--- config.mk ---
export PLATFORM = sky130hd
export DESIGN_NAME = mem_arbiter_flat
export DESIGN_NICKNAME = d
export VERILOG_FILES = /design/src/rtl/mem_arbiter_if.sv /design/src/rtl/mem_arbiter.sv /design/src/flat_wrapper.sv
export SDC_FILE = /design/constraint.sdc
export NUM_CORES = 1
export LEC_CHECK = 0
export CORE_AREA = 3 3 130 132
export DETAILED_ROUTE_END_ITERATION = 7
export DIE_AREA = 0 0 133 135
export HOLD_SLACK_MARGIN = 0.06
export PLACE_DENSITY = 0.75
export SYNTH_ARGS = -nofsm -noshare
export SYNTH_HDL_FRONTEND = slang
export SYNTH_SLANG_ARGS = --single-unit
--- constraint.sdc ---
create_clock -name clk -period 2.59 [get_ports clk]
set_input_delay 0.6475 -clock clk [delete_from_list [all_inputs] [get_ports clk]]
set_output_delay 0.6475 -clock clk [all_outputs]
set_load 0.005 [all_outputs]
--- src/rtl/mem_arbiter_if.sv ---
// Bundle for the fetch, load/store and shared memory ports of mem_arbiter.
// master is the arbiter view; slave is the requester/memory side.
interface mem_arbiter_if #(
  parameter int ADDR_W = 32,
  parameter int DATA_W = 32
);
  logic              if_req;
  logic [ADDR_W-1:0] if_addr;
  logic              if_gnt;
  logic              if_rsp;
  logic [DATA_W-1:0] if_rdata;

  logic                d_req;
  logic                d_we;
  logic [ADDR_W-1:0]   d_addr;
  logic [DATA_W-1:0]   d_wdata;
  logic [DATA_W/8-1:0] d_be;
  logic                d_gnt;
  logic                d_rsp;
  logic [DATA_W-1:0]   d_rdata;

  logic rsp_err;

  logic                mem_req;
  logic                mem_we;
  logic [ADDR_W-1:0]   mem_addr;
  logic [DATA_W-1:0]   mem_wdata;
  logic [DATA_W/8-1:0] mem_be;
  logic                mem_ready;
  logic                mem_rvalid;
  logic [DATA_W-1:0]   mem_rdata;

  modport master (
    input  if_req, if_addr,
    output if_gnt, if_rsp, if_rdata,
    input  d_req, d_we, d_addr, d_wdata, d_be,
    output d_gnt, d_rsp, d_rdata,
    output rsp_err,
    output mem_req, mem_we, mem_addr, mem_wdata, mem_be,
    input  mem_ready, mem_rvalid, mem_rdata
  );

  modport slave (
    output if_req, if_addr,
    input  if_gnt, if_rsp, if_rdata,
    output d_req, d_we, d_addr, d_wdata, d_be,
    input  d_gnt, d_rsp, d_rdata,
    input  rsp_err,
    input  mem_req, mem_we, mem_addr, mem_wdata, mem_be,
    output mem_ready, mem_rvalid, mem_rdata
  );
endinterface

--- src/rtl/mem_arbiter.sv ---
// mem_arbiter: shares one memory port between fetch and load/store.
// One transaction in flight; data has priority with a fetch starvation guard.
module mem_arbiter #(
  parameter int ADDR_W     = 32,
  parameter int DATA_W     = 32,
  parameter int STARVE_MAX = 4,
  parameter int TIMEOUT    = 16
) (
  input  logic          clk,
  input  logic          rst,
  mem_arbiter_if.master bus
);
  localparam int         BE_W = DATA_W / 8;
  localparam logic [3:0] SMAX = 4'(STARVE_MAX);
  localparam logic [7:0] TMAX = 8'(TIMEOUT);

  typedef enum logic [1:0] {
    IDLE,
    ISSUE,
    WAIT_R
  } state_e;

  state_e            state_q, state_d;
  logic              owner_q, owner_d;
  logic              mem_req_q, mem_req_d;
  logic              mem_we_q, mem_we_d;
  logic [ADDR_W-1:0] mem_addr_q, mem_addr_d;
  logic [DATA_W-1:0] mem_wdata_q, mem_wdata_d;
  logic [BE_W-1:0]   mem_be_q, mem_be_d;
  logic [3:0]        starve_q, starve_d;
  logic [7:0]        tmo_q, tmo_d;
  logic              if_rsp_q, if_rsp_d;
  logic              d_rsp_q, d_rsp_d;
  logic              err_q, err_d;
  logic [DATA_W-1:0] if_rdata_q, if_rdata_d;
  logic [DATA_W-1:0] d_rdata_q, d_rdata_d;

  logic arb_en;
  logic if_win;
  logic d_win;
  logic if_gnt;
  logic d_gnt;

  // The cycle carrying a response is spent idle so gnt never meets rsp.
  assign arb_en = (state_q == IDLE) && !rst &&
                  !if_rsp_q && !d_rsp_q;
  assign if_win = bus.if_req &&
                  (!bus.d_req || (starve_q == SMAX));
  assign d_win  = bus.d_req && !if_win;

  always_comb begin
    state_d     = state_q;
    owner_d     = owner_q;
    mem_req_d   = mem_req_q;
    mem_we_d    = mem_we_q;
    mem_addr_d  = mem_addr_q;
    mem_wdata_d = mem_wdata_q;
    mem_be_d    = mem_be_q;
    starve_d    = starve_q;
    tmo_d       = tmo_q;
    if_rsp_d    = 1'b0;
    d_rsp_d     = 1'b0;
    err_d       = 1'b0;
    if_rdata_d  = if_rdata_q;
    d_rdata_d   = d_rdata_q;
    if_gnt      = 1'b0;
    d_gnt       = 1'b0;

    unique case (state_q)
      IDLE: begin
        if (arb_en) begin
          unique case (1'b1)
            if_win: begin
              if_gnt      = 1'b1;
              owner_d     = 1'b0;
              mem_we_d    = 1'b0;
              mem_addr_d  = bus.if_addr;
              mem_wdata_d = '0;
              mem_be_d    = '1;
              starve_d    = '0;
              mem_req_d   = 1'b1;
              state_d     = ISSUE;
            end
            d_win: begin
              d_gnt       = 1'b1;
              owner_d     = 1'b1;
              mem_we_d    = bus.d_we;
              mem_addr_d  = bus.d_addr;
              mem_wdata_d = bus.d_wdata;
              mem_be_d    = bus.d_be;
              mem_req_d   = 1'b1;
              state_d     = ISSUE;
              if (bus.if_req && (starve_q != SMAX))
                starve_d = starve_q + 4'd1;
            end
            default: ;
          endcase
        end
      end
      ISSUE: begin
        if (bus.mem_ready) begin
          mem_req_d = 1'b0;
          if (mem_we_q) begin
            d_rsp_d = 1'b1;
            state_d = IDLE;
          end else begin
            tmo_d   = '0;
            state_d = WAIT_R;
          end
        end
      end
      WAIT_R: begin
        if (bus.mem_rvalid || (tmo_q == TMAX)) begin
          err_d   = !bus.mem_rvalid;
          state_d = IDLE;
          if (owner_q) begin
            d_rsp_d   = 1'b1;
            d_rdata_d = bus.mem_rvalid ? bus.mem_rdata : '0;
          end else begin
            if_rsp_d   = 1'b1;
            if_rdata_d = bus.mem_rvalid ? bus.mem_rdata : '0;
          end
        end else begin
          tmo_d = tmo_q + 8'd1;
        end
      end
      default: state_d = IDLE;
    endcase
  end

  always_ff @(posedge clk) begin
    if (rst) begin
      state_q     <= IDLE;
      owner_q     <= 1'b0;
      mem_req_q   <= 1'b0;
      mem_we_q    <= 1'b0;
      mem_addr_q  <= '0;
      mem_wdata_q <= '0;
      mem_be_q    <= '0;
      starve_q    <= '0;
      tmo_q       <= '0;
      if_rsp_q    <= 1'b0;
      d_rsp_q     <= 1'b0;
      err_q       <= 1'b0;
      if_rdata_q  <= '0;
      d_rdata_q   <= '0;
    end else begin
      state_q     <= state_d;
      owner_q     <= owner_d;
      mem_req_q   <= mem_req_d;
      mem_we_q    <= mem_we_d;
      mem_addr_q  <= mem_addr_d;
      mem_wdata_q <= mem_wdata_d;
      mem_be_q    <= mem_be_d;
      starve_q    <= starve_d;
      tmo_q       <= tmo_d;
      if_rsp_q    <= if_rsp_d;
      d_rsp_q     <= d_rsp_d;
      err_q       <= err_d;
      if_rdata_q  <= if_rdata_d;
      d_rdata_q   <= d_rdata_d;
    end
  end

  assign bus.if_gnt    = if_gnt;
  assign bus.d_gnt     = d_gnt;
  assign bus.if_rsp    = if_rsp_q;
  assign bus.d_rsp     = d_rsp_q;
  assign bus.rsp_err   = err_q;
  assign bus.if_rdata  = if_rdata_q;
  assign bus.d_rdata   = d_rdata_q;
  assign bus.mem_req   = mem_req_q;
  assign bus.mem_we    = mem_we_q;
  assign bus.mem_addr  = mem_addr_q;
  assign bus.mem_wdata = mem_wdata_q;
  assign bus.mem_be    = mem_be_q;
endmodule

--- src/flat_wrapper.sv ---
// flat-port wrapper written by rule: the top's interface ports become plain ports
module mem_arbiter_flat 
#(
  parameter int ADDR_W     = 32,
  parameter int DATA_W     = 32,
  parameter int STARVE_MAX = 4,
  parameter int TIMEOUT    = 16
)
  (clk, rst, bus_if_req, bus_if_addr, bus_if_gnt, bus_if_rsp, bus_if_rdata, bus_d_req, bus_d_we, bus_d_addr, bus_d_wdata, bus_d_be, bus_d_gnt, bus_d_rsp, bus_d_rdata, bus_rsp_err, bus_mem_req, bus_mem_we, bus_mem_addr, bus_mem_wdata, bus_mem_be, bus_mem_ready, bus_mem_rvalid, bus_mem_rdata);
  mem_arbiter_if #(.ADDR_W(ADDR_W), .DATA_W(DATA_W)) bus_i ();
  input  logic clk;
  input  logic rst;
  input wire logic [$bits(bus_i.if_req)-1:0] bus_if_req;
  input wire logic [$bits(bus_i.if_addr)-1:0] bus_if_addr;
  output wire logic [$bits(bus_i.if_gnt)-1:0] bus_if_gnt;
  output wire logic [$bits(bus_i.if_rsp)-1:0] bus_if_rsp;
  output wire logic [$bits(bus_i.if_rdata)-1:0] bus_if_rdata;
  input wire logic [$bits(bus_i.d_req)-1:0] bus_d_req;
  input wire logic [$bits(bus_i.d_we)-1:0] bus_d_we;
  input wire logic [$bits(bus_i.d_addr)-1:0] bus_d_addr;
  input wire logic [$bits(bus_i.d_wdata)-1:0] bus_d_wdata;
  input wire logic [$bits(bus_i.d_be)-1:0] bus_d_be;
  output wire logic [$bits(bus_i.d_gnt)-1:0] bus_d_gnt;
  output wire logic [$bits(bus_i.d_rsp)-1:0] bus_d_rsp;
  output wire logic [$bits(bus_i.d_rdata)-1:0] bus_d_rdata;
  output wire logic [$bits(bus_i.rsp_err)-1:0] bus_rsp_err;
  output wire logic [$bits(bus_i.mem_req)-1:0] bus_mem_req;
  output wire logic [$bits(bus_i.mem_we)-1:0] bus_mem_we;
  output wire logic [$bits(bus_i.mem_addr)-1:0] bus_mem_addr;
  output wire logic [$bits(bus_i.mem_wdata)-1:0] bus_mem_wdata;
  output wire logic [$bits(bus_i.mem_be)-1:0] bus_mem_be;
  input wire logic [$bits(bus_i.mem_ready)-1:0] bus_mem_ready;
  input wire logic [$bits(bus_i.mem_rvalid)-1:0] bus_mem_rvalid;
  input wire logic [$bits(bus_i.mem_rdata)-1:0] bus_mem_rdata;
  assign bus_i.if_req = bus_if_req;
  assign bus_i.if_addr = bus_if_addr;
  assign bus_if_gnt = bus_i.if_gnt;
  assign bus_if_rsp = bus_i.if_rsp;
  assign bus_if_rdata = bus_i.if_rdata;
  assign bus_i.d_req = bus_d_req;
  assign bus_i.d_we = bus_d_we;
  assign bus_i.d_addr = bus_d_addr;
  assign bus_i.d_wdata = bus_d_wdata;
  assign bus_i.d_be = bus_d_be;
  assign bus_d_gnt = bus_i.d_gnt;
  assign bus_d_rsp = bus_i.d_rsp;
  assign bus_d_rdata = bus_i.d_rdata;
  assign bus_rsp_err = bus_i.rsp_err;
  assign bus_mem_req = bus_i.mem_req;
  assign bus_mem_we = bus_i.mem_we;
  assign bus_mem_addr = bus_i.mem_addr;
  assign bus_mem_wdata = bus_i.mem_wdata;
  assign bus_mem_be = bus_i.mem_be;
  assign bus_i.mem_ready = bus_mem_ready;
  assign bus_i.mem_rvalid = bus_mem_rvalid;
  assign bus_i.mem_rdata = bus_mem_rdata;
  mem_arbiter #(.ADDR_W(ADDR_W), .DATA_W(DATA_W), .STARVE_MAX(STARVE_MAX), .TIMEOUT(TIMEOUT)) u_core (.clk(clk), .rst(rst), .bus(bus_i));
endmodule
* Yosys cells after proc, flatten, opt, wreduce, memory -nomap -nowiden *
Cells that the tools add are included.
W data, S select, Z words.

operators by class
  $add $sub $neg = 2
  bitwise gates (word level) = 3
  muxes and demuxes = 34
  reduce and logical (&&, ||, !) cells = 27
  equality and inequality tests = 12

operators by type and width
  kind                   count
  $pmux W32 S2           2
  $mux W32               1
  $mux W8                3
  $pmux W4 S2            2
  $pmux W8 S2            1
  $reduce_and A4 Y1      4
  $mux W1                14
  $mux W2                5
  $ne A2 B2 Y1 const B   5
  $reduce_and A3 Y1      3
  $add A8 B1 Y8 const B  1
  $eq A8 B5 Y1 const B   1
  $pmux W1 S2            4
  $logic_and A1 B1 Y1    6
  $logic_not A1 Y1       6
  $pmux W2 S3            1
  $reduce_bool A2 Y1     3
  $add A4 B1 Y4 const B  1
  $eq A4 B3 Y1 const B   1
  $mux W4                1
  $ne A2 B1 Y1 const B   2
  $ne A4 B3 Y1 const B   1
  $not A1 Y1             3
  $reduce_or A3 Y1       1
  5 further kinds        6

word-level totals
  bits in registers = 152
  output and inout bits = 139

* Depth between registers and ports, before layout *
Gate-level depths: netlist of the first run.

  depth after elaboration = 9
  gate-level depth with buffers = 8
  depth with buffers taken out = 7

* Worst setup path after synthesis of the first run *
Ideal clock, no wire load.

  path kind = input-to-output
  start = input port rst
  end = output port bus_d_gnt
  path slack = 336 ps
  stages = 5
  buffers on the path = 2
  data arrival time = 1606 ps
  data required time = 1942 ps
  cell sequence = buf_6 nor4b_4 nand3_1 clkinv_1 buf_2

between the ends
  word-level cells in the longest chain between the ends = 6

ends and longest elaborated chain
  item                               line                text
  start, declared                    flat_wrapper.sv:12  input logic rst;
  $logic_not A1 Y1                   mem_arbiter.sv:45   assign arb_en = (state_q == IDLE) && !rst &&
  $logic_and A1 B1 Y1 (2 in series)  mem_arbiter.sv:45
  $logic_and A1 B1 Y1                mem_arbiter.sv:46   !if_rsp_q && !d_rsp_q;
  $mux W1                            mem_arbiter.sv:71   if (arb_en) begin
  $mux W1                            mem_arbiter.sv:69   unique case (state_q)
  end, declared                      flat_wrapper.sv:23  output wire logic [$bits(bus_i.d_gnt)-1:0] bus_d_gnt;

No other way between the ends.

* Worst setup path after layout of the first run *
  start = register u_core.state_q[0]
  end = output port bus_d_gnt

between the ends
  word-level cells in the longest chain between the ends = 6

ends and longest elaborated chain
  item                               line                                  text
  start, declared                    mem_arbiter.sv:23                     state_e state_q, state_d;
  start signal, assigned             mem_arbiter.sv:148                    state_q <= state_d;
  $logic_not A2 Y1 *                 mem_arbiter.sv:45, mem_arbiter.sv:69
  $logic_and A1 B1 Y1 (2 in series)  mem_arbiter.sv:45
  $logic_and A1 B1 Y1                mem_arbiter.sv:46
  $mux W1                            mem_arbiter.sv:71
  $mux W1 *                          mem_arbiter.sv:69

Mark *: on every way between the ends. The rest lies on a longest branch, timed or not.

==> impl_metrics.toml, run 1 <==
[run_status]
status = "finished clean"

[global_route]
grt_pass1_wl_um = 31940
grt_pass1_vias = 5966
grt.met1_usage_pct = 27.05
grt-busiest-layer = "met2"
grt_max_degree = 109
grt_use_met2_pct = 35.84
grt_util_met3_pct = 9.426
grt_usage_pct = 22.04
antenna_found_initial = 0
grt-ovfl-total = 0

[clock_network]
cts_tree = "yes"
clk_pin_slew_ps = 60
clk_path_buf_depth = 2
cts_inserted_buffers = 17
clk_latency_ps = 420
cts_root_buf = "clkbuf_16"
cts_htree_levels = 4
cts_hold_buf = 0
cts_sinks = 152

[power]
seq_power_share_pct = 38.0
p_leak_nw = 3.940
power_density_nw_per_um2 = 720.6
p_comb_share_pct = 26.6
p_clk_share_pct = 35.4
intPower_w = 0.005236
power_switching_share_pct = 27.93
power.switching_w = 0.002030
ir_worst_vdd_uv = 465.4

[min_path]
hp-start = "u_core.bus.d_rdata[10]"
holdCritPathClass = "reg2reg"

[synth]
synth_top_family_by_area = "compound AO/OA/AOI/OAI gates"
synth-seq-area-share_pct = 47.95
syn_inst = 645
yosys_warnings = 0
ys_seq_elements = 152
synthTopCellsByArea = "dfxtp_1 48%, a311oi_2 7.6%, nand3_1 5.5%, mux2i_1 5.4%, a22o_1 4.7%"
synth_compound_area_share_pct = 20.98
synthAdderAreaFrac_pct = 1.577
synth_cell_types = 48
synth_edf_count = 0
synth_mux_area_share_pct = 5.540
syn_area_um2 = 6346
yosysTopAreaCell = "dfxtp_1"
synth.avg_cell_area_um2 = 9.839
ys_async_sr_fraction_pct = 0
ys.flop_type = "dfxtp_1"
yosys.area_share.xor_xnor_pct = 0
synthSimpleGateAreaFrac_pct = 18.49
synth_top_area_share_pct = 47.95
synthesis.nets = 792

[setup_path]
crit_chain = "inv_2 -> ha_2 -> nor4b_4 -> buf_4 -> nand3_2 -> clkinv_2 -> dlygate4sd2_1"
path_max_fanout = 3
rr_worst_depth = 9
cp-start-kind = "flip-flop"
cp-endpoint = "bus_d_gnt"
crit_path_max_incr_delay_ps = 330
cp.arrival_ps = 1780
cp_slowest_cell = "dfxtp_1"
reg2reg_to = "u_core.bus.mem_addr[8]"
crit_start = "u_core.state_q[0]"
r2r-start = "u_core.state_q[0]"
cpLargestDelayFamily = "buffers and inverters"
r2r_slack_ps = 550
critPathRequiredTime_ps = 1940
critPathKind = "reg2out"
path_buf_inv = 4
cp.depth = 7
endpoint_kind = "output port"

[detailed_routing]
drtIter0Drc = 356
post_drt_wl_per_cell_um = 17.75
drc_errors = 0
first_pass_iters = 4
totalWireLength_um = 20460
vias = 5986
viasPerCell = 5.192
antenna_left = 0

[sta]
fin_crit_sh_pct = 93.59
final_hold_viol_count = 0
worstMarginPinSlew_ps = 559.9
relSlewSlack_pct = 62.67
slew_viol_final = 0
rsz0062_at_grt = "no"
fmax_ghz = 0.4125
setup_violations = 0
fin_crit_ps = 2424
clock_skew_ps = 11.37

[die]
die_h_um = 135
ioPinCount = 278
initial_core_util_pct = 40.09
die-area_um2 = 17960
rows = 46
core_um2 = 15830
die_x_um = 133

[layout]
layout_common_cells = "274 x clkdlybuf4s50_1, 152 x dfxtp_1, 76 x nand2_1, 69 x nand3_1, 43 x nor2_1"
fin_util_pct = 63.71
final_cells = 1153
area_growth_pct = 58.89
fin_nets = 1072
layout_commonest_cell = "clkdlybuf4s50_1"
nFillCells = 1322
antennaDiodeCount = 0
final_layout_size_suffix_gt1_share_pct = 17.29

[placed_design]
placedCellCount = 1119
dp_hpwl_um = 14110
io_buffers = 277
place_congestion = 0.8397

[flow_run]
drv_cap = 0
-- repair_timing --
| item | in CTS | in global routing |
|---|---|---|
| pin swaps | 1 | 0 |
| setup endpoints to repair | 2 | 1 |
| setup buffers | 2 | 1 |
| gates resized for setup | 7 | 2 |
| gates cloned | 0 | 0 |
-- registers in the layout, summed over array words and instances, names as in the netlist --
signal / count
u_core.bus.d_rdata: 32
u_core.state_q: 2
u_core.bus.mem_be: 4
u_core.bus.if_rdata: 32
u_core.bus.mem_req: 1
u_core.bus.mem_we: 1
u_core.starve_q: 4
u_core.tmo_q: 8
u_core.bus.rsp_err: 1
u_core.owner_q: 1
u_core.bus.mem_addr: 32
u_core.bus.mem_wdata: 32
u_core.bus.d_rsp: 1
u_core.bus.if_rsp: 1
-- power groups by stage --
stage / clock (W) / sequential [W] / combinational, W
4_1_cts: 0.00262 / 0.00276 / 0.00194
5_1_grt: 0.00272 / 0.00279 / 0.00208
3_5_place_dp: 0 / 0.00280 / 0.00190
6_report: 0.00257 / 0.00276 / 0.00193
2_1_floorplan: 0 / 0.00281 / 0.000945
3_3_place_gp: 0 / 0.00279 / 0.00188
-- area by class of cell --
cell class                      count  area, um^2  share of cell area (%)
Inverter                           11       43.79                  0.4343
Multi-Input combinational cell    423        2972                   29.47
Sequential cell                   152        3043                   30.18
Tap cell                          216       270.3                   2.680
Timing Repair Buffer              320        3147                   31.21
Clock inverter                     13       168.9                   1.675
Clock buffer                       18       439.2                   4.355
-- synth_stat cells, types with 2 or more instances --
library cell	count
a211oi_1	2
a21oi_1	7
a221o_1	2
a22o_1	34
a311oi_2	32
a31o_2	33
a31oi_1	2
and3_1	4
buf_2	9
buf_4	5
buf_6	7
clkbuf_1	37
dfxtp_1	152
ha_1	8
inv_1	10
mux2i_1	34
nand2_1	76
nand3_1	70
nand4_1	3
nor2_1	43
nor2b_1	2
nor3_1	36
nor4b_4	2
o21ai_0	6
o221a_2	5
or3_1	2
-- kinds of logic after synthesis --
logic type	after synthesis
muxes	35
buffers and inverters	70
DFF	152
and+or+nand+nor	247
AOI/OAI and AO/OA	133
adders and majority gates	8
-- how the worst min path moves through the flow --
stage,slack [ps],depth (start not counted),to
global placement,440,2,u_core.bus.d_rdata[11]
CTS,460,2,u_core.bus.d_rdata[10]
floorplan,450,2,u_core.state_q[1]
global route,480,2,u_core.bus.d_rdata[9]
finish,460,2,u_core.bus.d_rdata[10]
detailed placement,450,2,u_core.bus.d_rdata[10]
-- worst register-to-register path, delay by kind of cell, from the launching register on --
family	cells	cell delay [ps]
adders and majority gates	1	180
and+or+nand+nor	3	590
DFF	1	330
AOI/OAI and AO/OA	1	270
buffers and inverters	4	570
-- layer usage --
metal,part of all wire (%),routed length (um),vias to the layer above
li1,-,-,2922
met1,43,8700,2826
met4,1.3,267,0
met5,0,0,-
met3,9.4,1918,20
met2,47,9576,218
-- per-stage QoR --
stage / hold WS (ps) / setup TNS (ps) / total power [W] / instance area (um^2) / worst slack (ps)
global placement: 444.2 / -189.0 / 0.004677 / 9450 / -94.98
global route: 479.4 / 0 / 0.007586 / 10080 / 11.84
CTS: 460.1 / 0 / 0.007318 / 10080 / 39.52
finish: 458.5 / 0 / 0.007266 / 10080 / 166.0
floorplan: 451.5 / 0 / 0.003757 / 6346 / 336.1
detailed placement: 453.5 / -165.8 / 0.004706 / 9450 / -87.59
(Power assumes the default switching activity.)
==> run 2, diff against run 1 <==
--- a/config.mk
+++ b/config.mk
@@ -5,6 +5,7 @@
 export SDC_FILE = /design/constraint.sdc
 export NUM_CORES = 1
 export LEC_CHECK = 0
+export ABC_CLOCK_PERIOD_IN_PS = 2590
 export CORE_AREA = 3 3 130 132
 export DETAILED_ROUTE_END_ITERATION = 7
 export DIE_AREA = 0 0 133 135
==> results of run 2 <==
Same layout as run 1: the final DEF is identical, and so are final timing and power.
